--- config.mk ---
export PLATFORM = sky130hd
export DESIGN_NAME = uart_tx_buffered
export DESIGN_NICKNAME = d
export VERILOG_FILES = /design/src/rtl/uart_tx_buffered.sv
export SDC_FILE = /design/constraint.sdc
export NUM_CORES = 1
export LEC_CHECK = 0
export ABC_AREA = 1
export CAP_MARGIN = 20
export CORE_MARGIN = 2
export CORE_UTILIZATION = 50
export CTS_BUF_LIST = sky130_fd_sc_hd__clkbuf_4
export CTS_CLUSTER_DIAMETER = 120
export DETAILED_ROUTE_END_ITERATION = 7
export PLACE_DENSITY = 0.72
export REMOVE_ABC_BUFFERS = 1
export SETUP_SLACK_MARGIN = 0.4
export SYNTH_ARGS = -nofsm -noshare
export SYNTH_HDL_FRONTEND = slang
export SYNTH_SLANG_ARGS = --single-unit
--- constraint.sdc ---
create_clock -name CLK -period 5.3 [get_ports CLK]
set_input_delay 1.06 -clock CLK [delete_from_list [all_inputs] [get_ports CLK]]
set_output_delay 1.06 -clock CLK [all_outputs]
set_load 0.03 [all_outputs]
--- src/rtl/uart_tx_buffered.sv ---
// ---------------------------------------------------------------------------
// uart_tx_buffered
//
// Buffered 8N1 UART transmitter. Bytes offered on a valid/ready handshake are
// queued in a small power-of-two FIFO. A four-state serialiser drains the FIFO
// and sends one frame per byte: a start bit (0), eight data bits LSB first,
// then a stop bit (1). Every symbol lasts ClockFreq/BaudRate clock cycles,
// truncated to an integer. When the FIFO still holds a byte at the last cycle
// of a stop bit, the next frame starts on the following edge, so back-to-back
// frames leave no idle gap on the line.
//
// Parameters
//   ClockFreq   CLK frequency in Hz
//   BaudRate    serial bit rate in bits/s
//   Depth       FIFO entries (power of two, 2..16)
//
// Ports
//   CLK          single clock; all state updates on its rising edge
//   reset        synchronous, active-high reset
//   DataIn       byte offered by the datapath
//   DataInValid  DataIn is valid this cycle
//   DataInReady  a byte is accepted this cycle (FIFO not full, not in reset)
//   SOut         serial line, idle high, driven straight from a flop
//   TxBusy       a frame is in progress or the FIFO is non-empty
// ---------------------------------------------------------------------------
module uart_tx_buffered #(
  parameter int ClockFreq = 50_000_000,
  parameter int BaudRate  = 115_200,
  parameter int Depth     = 4
) (
  input  logic       CLK,
  input  logic       reset,
  input  logic [7:0] DataIn,
  input  logic       DataInValid,
  output logic       DataInReady,
  output logic       SOut,
  output logic       TxBusy
);

  // -------------------------------------------------------------------------
  // Derived constants
  // -------------------------------------------------------------------------
  localparam int SymbolEdgeTime = ClockFreq / BaudRate;
  localparam int CntW           = $clog2(SymbolEdgeTime + 1);
  localparam int PtrW           = $clog2(Depth);
  localparam int CountW         = $clog2(Depth + 1);

  // The symbol counter runs 0..SymbolEdgeTime-1; the last value marks the
  // final cycle of the current symbol.
  localparam logic [CntW-1:0]   SymLast   = CntW'(SymbolEdgeTime - 1);
  localparam logic [CountW-1:0] CountFull = CountW'(Depth);
  localparam logic [2:0]        BitLast   = 3'd7;

  typedef enum logic [1:0] {
    IDLE  = 2'd0,
    START = 2'd1,
    DATA  = 2'd2,
    STOP  = 2'd3
  } state_t;

  // -------------------------------------------------------------------------
  // Storage
  // -------------------------------------------------------------------------
  logic [7:0]        mem [Depth];
  logic [PtrW-1:0]   wr_ptr_reg;
  logic [PtrW-1:0]   rd_ptr_reg;
  logic [CountW-1:0] count_reg;

  state_t            state_reg;
  state_t            state_next;
  logic [CntW-1:0]   sym_cnt_reg;
  logic [CntW-1:0]   sym_cnt_next;
  logic [2:0]        bit_cnt_reg;
  logic [2:0]        bit_cnt_next;
  logic [7:0]        shift_reg;
  logic              sout_reg;
  logic              sout_next;

  // Control strobes produced by the FSM for the datapath.
  logic              pop;
  logic              shift_en;
  logic              sym_done;
  logic              push;

  // -------------------------------------------------------------------------
  // Handshake and status
  // -------------------------------------------------------------------------
  // Ready depends only on the registered count and on reset; a full FIFO never
  // accepts, even if a pop happens on the same edge.
  assign DataInReady = (count_reg < CountFull) && !reset;
  assign push        = DataInValid && DataInReady;

  assign TxBusy      = (state_reg != IDLE) || (count_reg != '0);
  assign SOut        = sout_reg;

  // -------------------------------------------------------------------------
  // FIFO storage: write port only, no reset so it maps onto memory.
  // A full FIFO never accepts, and an empty FIFO never pops, so a write can
  // never land on the entry being read in the same cycle.
  // -------------------------------------------------------------------------
  always_ff @(posedge CLK) begin
    if (push) begin
      mem[wr_ptr_reg] <= DataIn;
    end
  end

  // -------------------------------------------------------------------------
  // FIFO pointers and occupancy. Pointers wrap naturally because Depth is a
  // power of two. Reset wins over any simultaneous push or pop.
  // -------------------------------------------------------------------------
  always_ff @(posedge CLK) begin
    if (reset) begin
      wr_ptr_reg <= '0;
      rd_ptr_reg <= '0;
      count_reg  <= '0;
    end else begin
      if (push) begin
        wr_ptr_reg <= wr_ptr_reg + PtrW'(1);
      end
      if (pop) begin
        rd_ptr_reg <= rd_ptr_reg + PtrW'(1);
      end
      unique case ({push, pop})
        2'b10:   count_reg <= count_reg + CountW'(1);
        2'b01:   count_reg <= count_reg - CountW'(1);
        default: count_reg <= count_reg;
      endcase
    end
  end

  // -------------------------------------------------------------------------
  // Shift register. Loading it on a pop is the registered read of the FIFO
  // memory. Each time a data bit is driven onto the line, bit 0 is emitted
  // and the register moves one place towards the LSB.
  // -------------------------------------------------------------------------
  always_ff @(posedge CLK) begin
    if (reset) begin
      shift_reg <= '0;
    end else if (pop) begin
      shift_reg <= mem[rd_ptr_reg];
    end else if (shift_en) begin
      shift_reg <= {1'b0, shift_reg[7:1]};
    end
  end

  // -------------------------------------------------------------------------
  // FSM state register, including the line flop so SOut has no path from any
  // input.
  // -------------------------------------------------------------------------
  always_ff @(posedge CLK) begin
    if (reset) begin
      state_reg   <= IDLE;
      sym_cnt_reg <= '0;
      bit_cnt_reg <= '0;
      sout_reg    <= 1'b1;
    end else begin
      state_reg   <= state_next;
      sym_cnt_reg <= sym_cnt_next;
      bit_cnt_reg <= bit_cnt_next;
      sout_reg    <= sout_next;
    end
  end

  // -------------------------------------------------------------------------
  // FSM next-state and control
  // -------------------------------------------------------------------------
  always_comb begin
    state_next   = state_reg;
    sym_cnt_next = sym_cnt_reg;
    bit_cnt_next = bit_cnt_reg;
    sout_next    = sout_reg;
    pop          = 1'b0;
    shift_en     = 1'b0;
    sym_done     = (sym_cnt_reg == SymLast);

    unique case (state_reg)
      IDLE: begin
        sout_next = 1'b1;
        if (count_reg != '0) begin
          pop          = 1'b1;
          state_next   = START;
          sout_next    = 1'b0;
          sym_cnt_next = '0;
          bit_cnt_next = '0;
        end
      end

      START: begin
        if (sym_done) begin
          // The first data bit goes out as the start bit ends.
          state_next   = DATA;
          sym_cnt_next = '0;
          sout_next    = shift_reg[0];
          shift_en     = 1'b1;
        end else begin
          sym_cnt_next = sym_cnt_reg + CntW'(1);
        end
      end

      DATA: begin
        if (sym_done) begin
          sym_cnt_next = '0;
          if (bit_cnt_reg == BitLast) begin
            state_next = STOP;
            sout_next  = 1'b1;
          end else begin
            bit_cnt_next = bit_cnt_reg + 3'd1;
            sout_next    = shift_reg[0];
            shift_en     = 1'b1;
          end
        end else begin
          sym_cnt_next = sym_cnt_reg + CntW'(1);
        end
      end

      STOP: begin
        if (sym_done) begin
          sym_cnt_next = '0;
          if (count_reg != '0) begin
            // Chain straight into the next frame with no idle cycle.
            pop          = 1'b1;
            state_next   = START;
            sout_next    = 1'b0;
            bit_cnt_next = '0;
          end else begin
            state_next = IDLE;
            sout_next  = 1'b1;
          end
        end else begin
          sym_cnt_next = sym_cnt_reg + CntW'(1);
        end
      end

      default: begin
        state_next   = IDLE;
        sout_next    = 1'b1;
        sym_cnt_next = '0;
        bit_cnt_next = '0;
      end
    endcase
  end

endmodule

==> results.md, run 1 <==
- Detailed placement HPWL: 3.867 mm
- Master cell of the clock root buffer: sky130_fd_sc_hd__clkbuf_4
- Arrival time of the worst setup path: 2.49 ns
- Synthesis-to-layout area growth: 10.68%
- Cell with the most instances on the worst path: sky130_fd_sc_hd__clkdlybuf4s50_1
- Highest-delay cell along the critical path: sky130_fd_sc_hd__clkdlybuf4s50_1
- Max Transition Viols Final: 0
- Final count of negative-setup-slack endpoints: 0
- Antenna cell count: 0
- Worst-margin pin slew: 0.7063 ns
- Max Clock Freq: 0.2816 GHz
- Post-synthesis register bit count: 64
- Total number of H-tree levels: 3
- Count of boundary I/O pins: 14
- Row Count: 27
- Fraction of layout instances using a drive strength above 1: 8.605%
- Placeable core region: 5574 µm²
- Worst-case headroom to the max-slew limit: 52.74%
- Dominant delay contributor by cell family on the critical path: buffers and inverters
- Run status: completed
- Beginning of the worst register-to-register path: state_reg[1]
- Setup slack after placement: 1.757 ns
- Longest individual stage delay on the worst path: 0.69 ns
- Worst voltage drop across the vdd grid: 0.2426 mV
- Mapped cell area: 2918 µm²
- Critical R2R Capture: count_reg[2]
- Die height: 80.39 µm
- Initial Utilization: 52.35%
- Final worst-path cycle share: 67.01%
- Clock latency of the later-clocked register in the worst-skew pair: 0.39 ns
- Overall fraction of global-route tracks in use: 18.78%
- Setup TNS: 0 ns
- Reg clk slew, reported paths: 0.09 ns
- Maximum buffer depth of the clock tree: 2
- WP buf/inv: 3
- Post-layout worst setup margin: 1.748 ns
- Static leakage: 1.181 nW
- Final clock skew: 0.01546 ns
- End point of the worst hold path: count_reg[2]
- Most frequently used cell type in the post-synthesis netlist: sky130_fd_sc_hd__nand2_1
- Placed Instances: 393
- Worst slack on hold paths: 0.4976 ns
- Main flop type after synthesis: sky130_fd_sc_hd__edfxtp_1
- Via Count: 2208
- Area contributors post-synth: sky130_fd_sc_hd__edfxtp_1 (33%), sky130_fd_sc_hd__dfxtp_1 (22%), sky130_fd_sc_hd__ha_1 (6.0%)
- P per Cell Area: 459.8 nW/µm²
- Slack of the worst reg-to-reg path: 2.64 ns
- Number of hold buffers added after CTS: 0
- Post-CTS Resized: 0
- DR iter-0 viols: 103
- Worst R2R Path Depth: 12
- Clock tree from TritonCTS: done
- Ordered cell list for the critical path: clkdlybuf4s50_1, buf_4, nor2_1, clkdlybuf4s50_1
- Final ANT Viol Nets: 0
- Number of synthesized flops with an enable pin: 32
- Top cell type by total area after synthesis: sky130_fd_sc_hd__edfxtp_1
- X dimension of the die: 80.39 µm
- Synth cell types: 29
- Worst Path Max Fanout: 20
- Critical path startpoint category: primary input
- Routed WL per cell: 13.39 µm
- Type of the tightest min-delay check: flop to flop
- Worst Setup Path Type: primary input to output port
- Setup repair after global routing missed its margin: false
- Buffers inserted during post-CTS setup optimization: 0
- Largest net degree at the start of global routing: 21
- Routed via count divided by cell count: 5.399
- CTS Buf Count: 9
- Leading cell types by count after synthesis: sky130_fd_sc_hd__nand2_1 (42), sky130_fd_sc_hd__nor2_1 (38), sky130_fd_sc_hd__dfxtp_1 (32), sky130_fd_sc_hd__edfxtp_1 (32), sky130_fd_sc_hd__a21oi_1 (28)
- Data required time at the worst endpoint: 4.24 ns
- Async set-or-reset flop fraction in the synthesized netlist: 0%
- Initial antenna violation count: 0
- Aggregate routed wire length: 5.476 mm
- PortBufs: 13
- Register area share after synthesis: 54.89%
- Count of cells along the worst hold path: 1
- Die area: 6463 µm²
- Final net count: 358
- Largest register FFs: 32
- Synthesis warning total: 0
- Mean instance size in the synthesized netlist: 9.292 µm²
- Grt total ovfl: 0
- Non-filler cells, final: 409
- Kind of end point of the critical path: output port
- Gate Count Post-Synth: 314
- Gpl congestion: 0.7853
- Number of search-and-repair iterations in the first detailed-routing pass: 7
- Hold path start: count_reg[2]
- Global-route wire length before repair: 9.183 mm
- Min Clock Period, post-route: 3.552 ns
- Final Hold Vio Count: 0
- TritonCTS sink count: 64
- Number of max-capacitance violations reported: 0
- Total DRC errors in the routed layout: 0
- Via count of the first global-routing pass: 2065
- Power, Total: 1.485 mW
- Fraction of synthesized cell area taken by the top area cell type: 32.93%
[cells in the final DEF, fill, tap and decap left out, types with 2 or more instances in the layout]
cell,Yosys,final
sky130_fd_sc_hd__nor2_1,38,38
sky130_fd_sc_hd__ha_1,14,14
sky130_fd_sc_hd__nand4_1,11,11
sky130_fd_sc_hd__clkinv_4,0,2
sky130_fd_sc_hd__nand2_1,42,42
sky130_fd_sc_hd__dfxtp_1,32,32
sky130_fd_sc_hd__o22ai_1,10,10
sky130_fd_sc_hd__inv_1,27,27
sky130_fd_sc_hd__nor3_1,3,3
sky130_fd_sc_hd__a21boi_1,7,7
sky130_fd_sc_hd__clkdlybuf4s50_1,0,13
sky130_fd_sc_hd__nand3_1,12,12
sky130_fd_sc_hd__clkinv_2,1,2
sky130_fd_sc_hd__a211oi_1,3,3
sky130_fd_sc_hd__o21ai_0,26,26
sky130_fd_sc_hd__inv_2,5,5
sky130_fd_sc_hd__clkbuf_4,0,9
sky130_fd_sc_hd__o21ai_1,4,4
sky130_fd_sc_hd__a21oi_1,28,28
sky130_fd_sc_hd__nor2_2,4,4
sky130_fd_sc_hd__edfxtp_1,32,32
sky130_fd_sc_hd__clkinvlp_4,0,3
[final cells by class]
cell class | count | area (µm²)
clock inverters | 7 | 48.80
flip-flops and latches | 64 | 1602
repair buffers | 14 | 137.6
fillers | 510 | 2345
multi-input cells | 210 | 1159
well taps | 72 | 90.09
inverters | 33 | 125.1
clock buffers | 9 | 67.56
[through the flow]
step	utilization, %	cell area [µm²]
3_5_place_dp	55.85	3113
6_report	57.93	3229
2_1_floorplan	-	2885
5_1_grt	57.93	3229
4_1_cts	57.93	3229
3_3_place_gp	55.85	3113
[power by group]
part	internal, mW	switching [mW]
clock network	0.0950	0.176
registers	0.600	0.0639
logic	0.197	0.353
[layer usage]
metal / vias to the layer above / global-route usage (%) / routed length (µm)
li1: 1131 / - / -
met1: 1027 / 23.67 / 2560
met2: 44 / 31.58 / 2658
met3: 6 / 4.494 / 204
met4: 0 / 6.441 / 52
met5: - / 0 / 0
[cells by family (layout without fill, tap and decap cells)]
family,count (synthesis),after routing,share of synthesized area [%]
AO/OA/AOI/OAI,79,79,14.92
adder cells (fa/ha/maj),15,15,6.690
XOR/XNOR,1,1,0.3002
AND/OR/NAND/NOR,115,115,17.80
flip-flops,64,64,54.89
buffers and inverters,40,63,5.403
[how the worst max path moves through the flow]
stage,endpoint,cells past startpoint,startpoint
floorplan,count_reg[2],8,reset
global placement,DataInReady,4,reset
detailed placement,DataInReady,4,reset
CTS,DataInReady,4,reset
global route,DataInReady,4,reset
finish,DataInReady,4,reset
Note: power is estimated with default switching activity, not from simulation.
==> run 2, diff against run 1 <==
Clock period 5.3 ns to 3.5 ns, I/O delays scaled along.
==> results.md, run 2 (synthesized netlist as in run 1, its figures left out) <==
- Clock latency of the later-clocked register in the worst-skew pair: 0.39 ns (about the same)
- Aggregate routed wire length: 5.561 mm (was 5.476 mm)
- Register Area: 1602 µm² (unchanged)
- Die height: 80.39 µm (unchanged)
- Fraction of layout instances using a drive strength above 1: 8.824% (was 8.605%)
- Antenna cell count: 0 (unchanged)
- Die area: 6463 µm² (unchanged)
- Met1 track demand over resource in global routing: 25.69% (was 23.67%)
- Master cell of the clock root buffer: sky130_fd_sc_hd__clkbuf_4 (unchanged)
- Placeable core region: 5574 µm² (unchanged)
- Overall fraction of global-route tracks in use: 19.51% (was 18.78%)
- Worst-margin pin slew: 0.7417 ns (was 0.7063 ns)
- Run status: completed (unchanged)
- Detailed placement HPWL: 3.826 mm (was 3.867 mm)
- Number of max-capacitance violations reported: 0 (unchanged)
- Grt total ovfl: 0 (unchanged)
- P per Cell Area: 692.7 nW/µm² (was 459.8 nW/µm²)
- Largest register FFs: 32 (unchanged)
- Kind of end point of the critical path: output port (unchanged)
- Final Hold Vio Count: 0 (unchanged)
- Number of fill cells in the layout: 502 (was 510)
- Final count of negative-setup-slack endpoints: 0 (unchanged)
- PortBufs: 13 (unchanged)
- DR iter-0 viols: 125 (was 103)
- TritonCTS sink count: 64 (unchanged)
- Initial antenna violation count: 0 (unchanged)
- Static leakage: 1.201 nW (was 1.181 nW)
- Cell with the most instances on the worst path: sky130_fd_sc_hd__inv_1 (was sky130_fd_sc_hd__clkdlybuf4s50_1)
- Final clock skew: 0.006539 ns (was 0.01546 ns)
- Type of the tightest min-delay check: flop to flop (unchanged)
- Setup TNS: 0 ns (unchanged)
- Met2 track demand over resource in global routing: 30.67% (was 31.58%)
- X dimension of the die: 80.39 µm (unchanged)
- Number of search-and-repair iterations in the first detailed-routing pass: 4 (was 7)
- Commonest non-fill, non-tap cell in the layout: sky130_fd_sc_hd__nand2_1 (unchanged)
- Final ANT Viol Nets: 0 (unchanged)
- CTS Buf Count: 9 (unchanged)
- Highest-delay cell along the critical path: sky130_fd_sc_hd__clkdlybuf4s50_1 (unchanged)
- Reg clk slew, reported paths: 0.10 ns (was 0.09 ns)
- Max Clock Freq: 0.3517 GHz
- Setup repair after global routing missed its margin: false (unchanged)
- Min Clock Period, post-route: 2.843 ns
- Leading cell types in the layout, fill and taps excluded: sky130_fd_sc_hd__nand2_1 (42), sky130_fd_sc_hd__nor2_1 (38), sky130_fd_sc_hd__dfxtp_1 (32), sky130_fd_sc_hd__edfxtp_1 (32), sky130_fd_sc_hd__a21oi_1 (28) (unchanged)
- Final net count: 361 (was 358)
- Synthesis-to-layout area growth: 11.11% (was 10.68%)
- Max Transition Viols Final: 0 (unchanged)
- Clock tree from TritonCTS: done (unchanged)
- Worst Path Max Fanout: 6 (was 20)
- Highest-utilization routing layer at the global route stage: met2 (unchanged)
- Arrival time of the worst setup path: 2.14 ns (was 2.49 ns)
- Buffers inserted during post-CTS setup optimization: 0 (unchanged)
- Total DRC errors in the routed layout: 0 (unchanged)
- Worst Setup Path Type: flop to output port (was primary input to output port)
- Routed via count divided by cell count: 5.383 (was 5.399)
- Total number of H-tree levels: 3 (unchanged)
- Post-CTS Resized: 0 (unchanged)
- Worst slack on hold paths: 0.4914 ns (was 0.4976 ns)
- Count of boundary I/O pins: 14 (unchanged)
- Worst-case headroom to the max-slew limit: 50.37% (was 52.74%)
- Final worst-path cycle share: 81.24%
- Largest net degree at the start of global routing: 20 (was 21)
- Gpl congestion: 0.8427 (was 0.7853)
- Worst voltage drop across the vdd grid: 0.4315 mV (was 0.2426 mV)
- Row Count: 27 (unchanged)
- Via count of the first global-routing pass: 2079 (was 2065)
- Number of hold buffers added after CTS: 0 (unchanged)
- GR met3 Demand/Resource: 4.157% (was 4.494%)
- Ordered cell list for the critical path: inv_1, ha_1, inv_1, nor2_2, inv_2, clkdlybuf4s50_1 (was clkdlybuf4s50_1, buf_4, nor2_1, clkdlybuf4s50_1)
- Critical path startpoint category: flop (was primary input)
- Longest individual stage delay on the worst path: 0.61 ns (was 0.69 ns)
- Initial Utilization: 52.35% (unchanged)
- Data required time at the worst endpoint: 2.80 ns (was 4.24 ns)
- Maximum buffer depth of the clock tree: 2 (unchanged)
- Via Count: 2218 (was 2208)
- Routed WL per cell: 13.50 µm (was 13.39 µm)
- Multi-input logic area: 1159 µm² (unchanged)
- Global-route wire length before repair: 9.453 mm (was 9.183 mm)
## run 2: cell types whose count changed in the layout (fill, tap and decap cells not counted), sizes merged
| cell | change |
|---|---|
| buf | +3 |
| clkbuf | +2 |
| clkinvlp | -2 |
## run 2: worst paths after layout
path	slack (ns)	start	to	cells past startpoint
max	0.66	state_reg[0]	TxBusy	6
min	0.49	sym_cnt_reg[4]	sym_cnt_reg[4]	2
max reg2reg	0.86	state_reg[0]	count_reg[2]	12
min reg2reg	0.49	sym_cnt_reg[4]	sym_cnt_reg[4]	2
## run 2: metal layers
metal	vias to the layer above	share of wire, %	wire, µm
li1	1133	-	-
met1	1050	49	2739
met2	24	46	2540
met3	11	2.9	162
met4	0	2.1	119
met5	-	0	0
## run 2: metrics by stage
| stage | cells | area (µm²) | util, % | setup slack [ns] | power [mW] |
|---|---|---|---|---|---|
| final | 412 | 3242 | 58.16 | 0.6567 | 2.246 |
| after global routing | 412 | 3242 | 58.16 | 0.5090 | 2.422 |
| after CTS | 412 | 3242 | 58.16 | 0.6418 | 2.255 |
| after detailed placement | 396 | 3136 | 56.25 | 0.7372 | 1.860 |
| after global placement | 396 | 3136 | 56.25 | 0.7339 | 1.828 |
| after floorplan | 307 | 2885 | - | 0.9552 | 1.620 |
## run 2: area by class of cell
type	instances	area share, %
Inverter	33	3.860
Timing Repair Buffer	17	4.940
Clock buffer	11	2.547
Tap cell	72	2.779
Sequential cell	64	49.40
Clock inverter	5	0.7333
Multi-Input combinational cell	210	35.74
## run 2: power breakdown
part | total (mW) | switching (mW) | internal, mW
logic | 0.838 | 0.537 | 0.302
clock network | 0.399 | 0.245 | 0.154
registers | 1.01 | 0.0995 | 0.908
## run 2: worst max-delay path, delay by kind of cell (launching register included)
| family | cells | cell delay, ns |
|---|---|---|
| buffers and inverters | 4 | 0.92 |
| AND/OR/NAND/NOR | 1 | 0.25 |
| flip-flops | 1 | 0.35 |
| adder cells (fa/ha/maj) | 1 | 0.23 |
==> run 3, diff against run 2 <==
Settings changed: PLACE_DENSITY 0.72 to 0.75.
Clock period 3.5 ns to 2.3 ns, I/O delays scaled along.
==> results.md, run 3 (synthesized netlist as in run 1, its figures left out) <==
- Count of boundary I/O pins: 14 (unchanged)
- Number of search-and-repair iterations in the first detailed-routing pass: 4 (unchanged)
- Initial Utilization: 52.35% (unchanged)
- Placed Instances: 404 (was 396)
- CTS Buf Count: 9 (unchanged)
- PortBufs: 13 (unchanged)
- Type of the tightest min-delay check: flop to flop (unchanged)
- Overall fraction of global-route tracks in use: 21.43% (was 19.51%)
- Master cell of the clock root buffer: sky130_fd_sc_hd__clkbuf_4 (unchanged)
- Leading cell types in the layout, fill and taps excluded: sky130_fd_sc_hd__nor2_1 (35), sky130_fd_sc_hd__nand2_1 (35), sky130_fd_sc_hd__edfxtp_1 (32), sky130_fd_sc_hd__a21oi_1 (27) (was sky130_fd_sc_hd__nand2_1 (42), sky130_fd_sc_hd__nor2_1 (38), sky130_fd_sc_hd__dfxtp_1 (32), sky130_fd_sc_hd__edfxtp_1 (32), sky130_fd_sc_hd__a21oi_1 (28))
- Maximum buffer depth of the clock tree: 2 (unchanged)
- Reg clk slew, reported paths: 0.11 ns (was 0.10 ns)
- Max Transition Viols Final: 0 (unchanged)
- X dimension of the die: 80.39 µm (unchanged)
- Summed area of non-filler cells in the final layout: 3590 µm² (was 3242 µm²)
- Die height: 80.39 µm (unchanged)
- Area of placed instances: 3193 µm² (was 3136 µm²)
- Worst Setup Path Type: flop to flop (was flop to output port)
- Setup TNS: 0 ns (unchanged)
- Critical path startpoint category: flop (unchanged)
- Total number of H-tree levels: 3 (unchanged)
- Min Clock Period, post-route: 1.918 ns
- Setup slack after placement: -0.02343 ns (was 0.7372 ns)
- Run status: completed (unchanged)
- Routed via count divided by cell count: 5.383 (about the same)
- Max Clock Freq: 0.5214 GHz
- Setup repair after global routing missed its margin: true (was false)
- Aggregate routed wire length: 6.208 mm (was 5.561 mm)
- Via count of the first global-routing pass: 2179 (was 2079)
- Routed WL per cell: 14.34 µm (was 13.50 µm)
- Utilization of the core after routing: 64.40% (was 58.16%)
- TritonCTS sink count: 64 (unchanged)
- Final Hold Vio Count: 0 (unchanged)
- Number of hold buffers added after CTS: 0 (unchanged)
- Data required time at the worst endpoint: 2.61 ns (was 2.80 ns)
- Detailed placement HPWL: 3.932 mm (was 3.826 mm)
- Static leakage: 1.323 nW (was 1.201 nW)
- Arrival time of the worst setup path: 2.23 ns (was 2.14 ns)
- Antenna cell count: 0 (unchanged)
- Clock tree from TritonCTS: done (unchanged)
- Fraction of layout instances using a drive strength above 1: 25.21% (was 8.824%)
- Row Count: 27 (unchanged)
- Grt total ovfl: 0 (unchanged)
- Final worst-path cycle share: 83.39%
- Total DRC errors in the routed layout: 0 (unchanged)
- P per Cell Area: 1124 nW/µm² (was 692.7 nW/µm²)
- Post-layout worst setup margin: 0.3821 ns (was 0.6567 ns)
- Kind of end point of the critical path: flop (was output port)
- Synthesis-to-layout area growth: 23.03% (was 11.11%)
- DR iter-0 viols: 182 (was 125)
- Worst-case headroom to the max-slew limit: 63.97% (was 50.37%)
- Clock latency of the later-clocked register in the worst-skew pair: 0.41 ns (was 0.39 ns)
- Non-filler cells, final: 433 (was 412)
- Final ANT Viol Nets: 0 (unchanged)
- Largest net degree at the start of global routing: 20 (unchanged)
- Worst Path Max Fanout: 3 (was 6)
- Number of max-capacitance violations reported: 0 (unchanged)
- Register Area: 1614 µm² (was 1602 µm²)
- Final net count: 382 (was 361)
- Multi-input logic area: 1301 µm² (was 1159 µm²)
- Final clock skew: 0.01496 ns (was 0.006539 ns)
- Gpl congestion: 0.8113 (was 0.8427)
- Worst voltage drop across the vdd grid: 0.6609 mV (was 0.4315 mV)
- Largest register FFs: 32 (unchanged)
- Die area: 6463 µm² (unchanged)
- Initial antenna violation count: 0 (unchanged)
- Via Count: 2331 (was 2218)
- Global-route wire length before repair: 10.37 mm (was 9.453 mm)
- Number of fill cells in the layout: 432 (was 502)
- Final count of negative-setup-slack endpoints: 0 (unchanged)
- Worst-margin pin slew: 0.5397 ns (was 0.7417 ns)
- Placeable core region: 5574 µm² (unchanged)
## run 3: cell count changes in the layout (fill, tap and decap cells not counted), moves of 4 or more
cell,change
sky130_fd_sc_hd__buf_4,+22
sky130_fd_sc_hd__nand2_1,-7
sky130_fd_sc_hd__nand2_2,+7
sky130_fd_sc_hd__dfxtp_1,-6
sky130_fd_sc_hd__inv_1,-6
sky130_fd_sc_hd__ha_1,-5
sky130_fd_sc_hd__dfxtp_2,+4
sky130_fd_sc_hd__ha_4,+4
sky130_fd_sc_hd__inv_2,+4
## run 3: report_power, final
group | internal (mW) | total, mW | switching [mW]
clock network | 0.346 | 0.771 | 0.425
registers | 1.39 | 1.56 | 0.164
logic | 0.695 | 1.70 | 1.01
total | 2.43 | 4.03 | 1.60
## run 3: layer usage
layer	global-route usage (%)	wire length, µm
met5	0	0
met4	11.02	167
met3	4.831	220
met2	31.92	2919
met1	29.19	2900
## run 3: worst paths after layout
| path | slack (ns) | endpoint | from | depth (start not counted) |
|---|---|---|---|---|
| max reg2reg | 0.38 | count_reg[1] | sym_cnt_reg[1] | 12 |
| max | 0.38 | count_reg[1] | sym_cnt_reg[1] | 12 |
| min reg2reg | 0.49 | sym_cnt_reg[0] | sym_cnt_reg[0] | 1 |
| min | 0.49 | sym_cnt_reg[0] | sym_cnt_reg[0] | 1 |
## run 3: area by class of cell
type / count / area share [%]
clock inverter: 6 / 1.952
sequential: 64 / 44.96
tap: 72 / 2.510
inverter: 33 / 3.625
timing repair buffer: 38 / 8.609
multi-input combinational: 210 / 36.25
clock buffer: 10 / 2.091
## run 3: timing repair
action / in CTS / in global routing
gates resized for setup: 40 / 16
endpoints found under the setup margin: 7 / 18
pin swaps: 8 / 3
gates cloned: 0 / 0
setup buffers: 12 / 1
## run 3: critical path: stages, from the launching register on
cell,delay [ns]
sky130_fd_sc_hd__dfxtp_2,0.34
sky130_fd_sc_hd__inv_2,0.07
sky130_fd_sc_hd__ha_4,0.13
sky130_fd_sc_hd__nand2_2,0.05
sky130_fd_sc_hd__inv_2,0.05
sky130_fd_sc_hd__nand2_2,0.05
sky130_fd_sc_hd__nor2_4,0.16
sky130_fd_sc_hd__nand3_4,0.12
sky130_fd_sc_hd__nand2_8,0.08
sky130_fd_sc_hd__ha_4,0.13
sky130_fd_sc_hd__fa_2,0.43
sky130_fd_sc_hd__o21ai_2,0.16
sky130_fd_sc_hd__nor2_1,0.05
## run 3: per-stage QoR
stage                     power (mW)  hold WS (ns)
after floorplan                2.465        0.4513
after global placement         2.879        0.4734
after detailed placement       2.931        0.4836
after CTS                      3.935        0.5015
after global routing           4.306        0.5169
final                          4.033        0.4925
==> RTL edit, RTL diff (flow settings as in run 2) <==
Change the parameter `Depth` from 4 to 8.
--- a/src/rtl/uart_tx_buffered.sv
+++ b/src/rtl/uart_tx_buffered.sv
@@ -26,7 +26,7 @@
 module uart_tx_buffered #(
   parameter int ClockFreq = 50_000_000,
   parameter int BaudRate  = 115_200,
-  parameter int Depth     = 4
+  parameter int Depth     = 8
 ) (
   input  logic       CLK,
   input  logic       reset,
Formal check against the unedited RTL: not equivalent (Yosys sat finds a counterexample within 10 cycles, from zero or initial values and one cycle with reset high).
==> RTL edit against run 2 <==
  * Worst hold slack worse by 4.1 ps
  * Total power grew 47%
  * Sequential power rose by 46%
  * Cell area is 50% higher
  * Setup slack gained 160 ps
  * Wire length is 52% higher
  * Synthesized area is 52% higher
  * Sequential cell count up 36
  * Highest routed layer unchanged
  * Global-route usage fell by 0.59 points
  * Count of clock-buffer cells in the layout fell by 1
==> RTL edit: results (changes against run 2) <==
power_and_ir_drop:
  ir_worst_vdd_uv: 400  # -7.2%
  clockPowerShare: 0.210  # +0.032
  p_sw_frac: 0.371  # -0.0219
  seq_power_share: 0.446  # -0.003
final_layout:
  signal_buffers: 23  # +6
  num-fill-cells: 741  # +48%
  largest_reg_flops: 64  # +100%
  nClkBuffers: 10  # -1
  inverters_excl_clock: 40  # +21%
  clock_area_frac: 0.0353  # +0.00247
  stdcell_count: 587  # +42%
  nNetsFinal: 499  # +38%
  layout-drive-gt1-share: 0.0919  # +0.00362
  num-multi-input-gates: 300  # +43%
  bufAreaShareNonClock: 0.0427  # -0.00666
synth:
  synth_cell_types: 36  # +24%
  synth_common_cells: "85 x nand2_1, 64 x edfxtp_1, 61 x nor2_1"
  synth-compound-area-share: 0.115  # -0.0343
  ys_seq_area_frac: 0.598  # +0.0489
  synth_edf_count: 64  # +100%
  synth_fa_ha_area_frac: 0.0396  # -0.0273
  yosys.area_share.xor_xnor: 0.00594  # +0.00294
  syn_inst: 454  # +45%
worst_setup_path:
  cp_data_arrival_time_ps: 1990  # -150 ps
  cpLargestDelayFamily: "buffers and inverters"
  max_stage_delay_ps: 700  # +90 ps
  worstPathMaxFanout: 2  # -4
clocking:
  cts_hold_buffers: 0  # unchanged
  clock_latency_ps: 460  # +70 ps
  clkSinkCount: 100  # +56%
route:
  wl_microns: 8470  # +52%
global_routing:
  first_global_vias: 2923  # +41%
  grt_pass1_wl_microns: 14200  # +51%
  globalRouteTotalUtil: 0.189  # -0.00588
  grt_max_degree: 34  # +70%
outcome:
  outcome: "finished clean"
## RTL edit: changes by cell type after synthesis, sizes merged, moves of 7 or more
| cell | delta |
|---|---|
| nand2 | +47 |
| edfxtp | +32 |
| nor2 | +22 |
| nand3 | +12 |
| o21ai | +12 |
| nand4 | -10 |
| a21boi | -7 |
| inv | +7 |
## RTL edit: final timing paths
check,depth (start not counted),slack [ps],start,end
worst max register to register,13,940,state_reg[0],count_reg[2]
worst min-delay path,2,490,shift_reg[7],shift_reg[7]
worst min register to register,2,490,shift_reg[7],shift_reg[7]
worst max-delay path,3,810,reset,DataInReady
## RTL edit: per-layer routing
metal	GRT usage	routed length, microns
met1	0.265	4010
met2	0.293	3970
met3	0.0422	403
met4	0.0652	82
met5	0	0
## RTL edit: metrics by stage
step,setup WS [ps],power (mW),util
global route,680,3.55,0.563
finish,812,3.31,0.563
global placement,803,2.59,0.543
CTS,500,3.32,0.562
detailed placement,791,2.64,0.543
floorplan,916,2.33,-
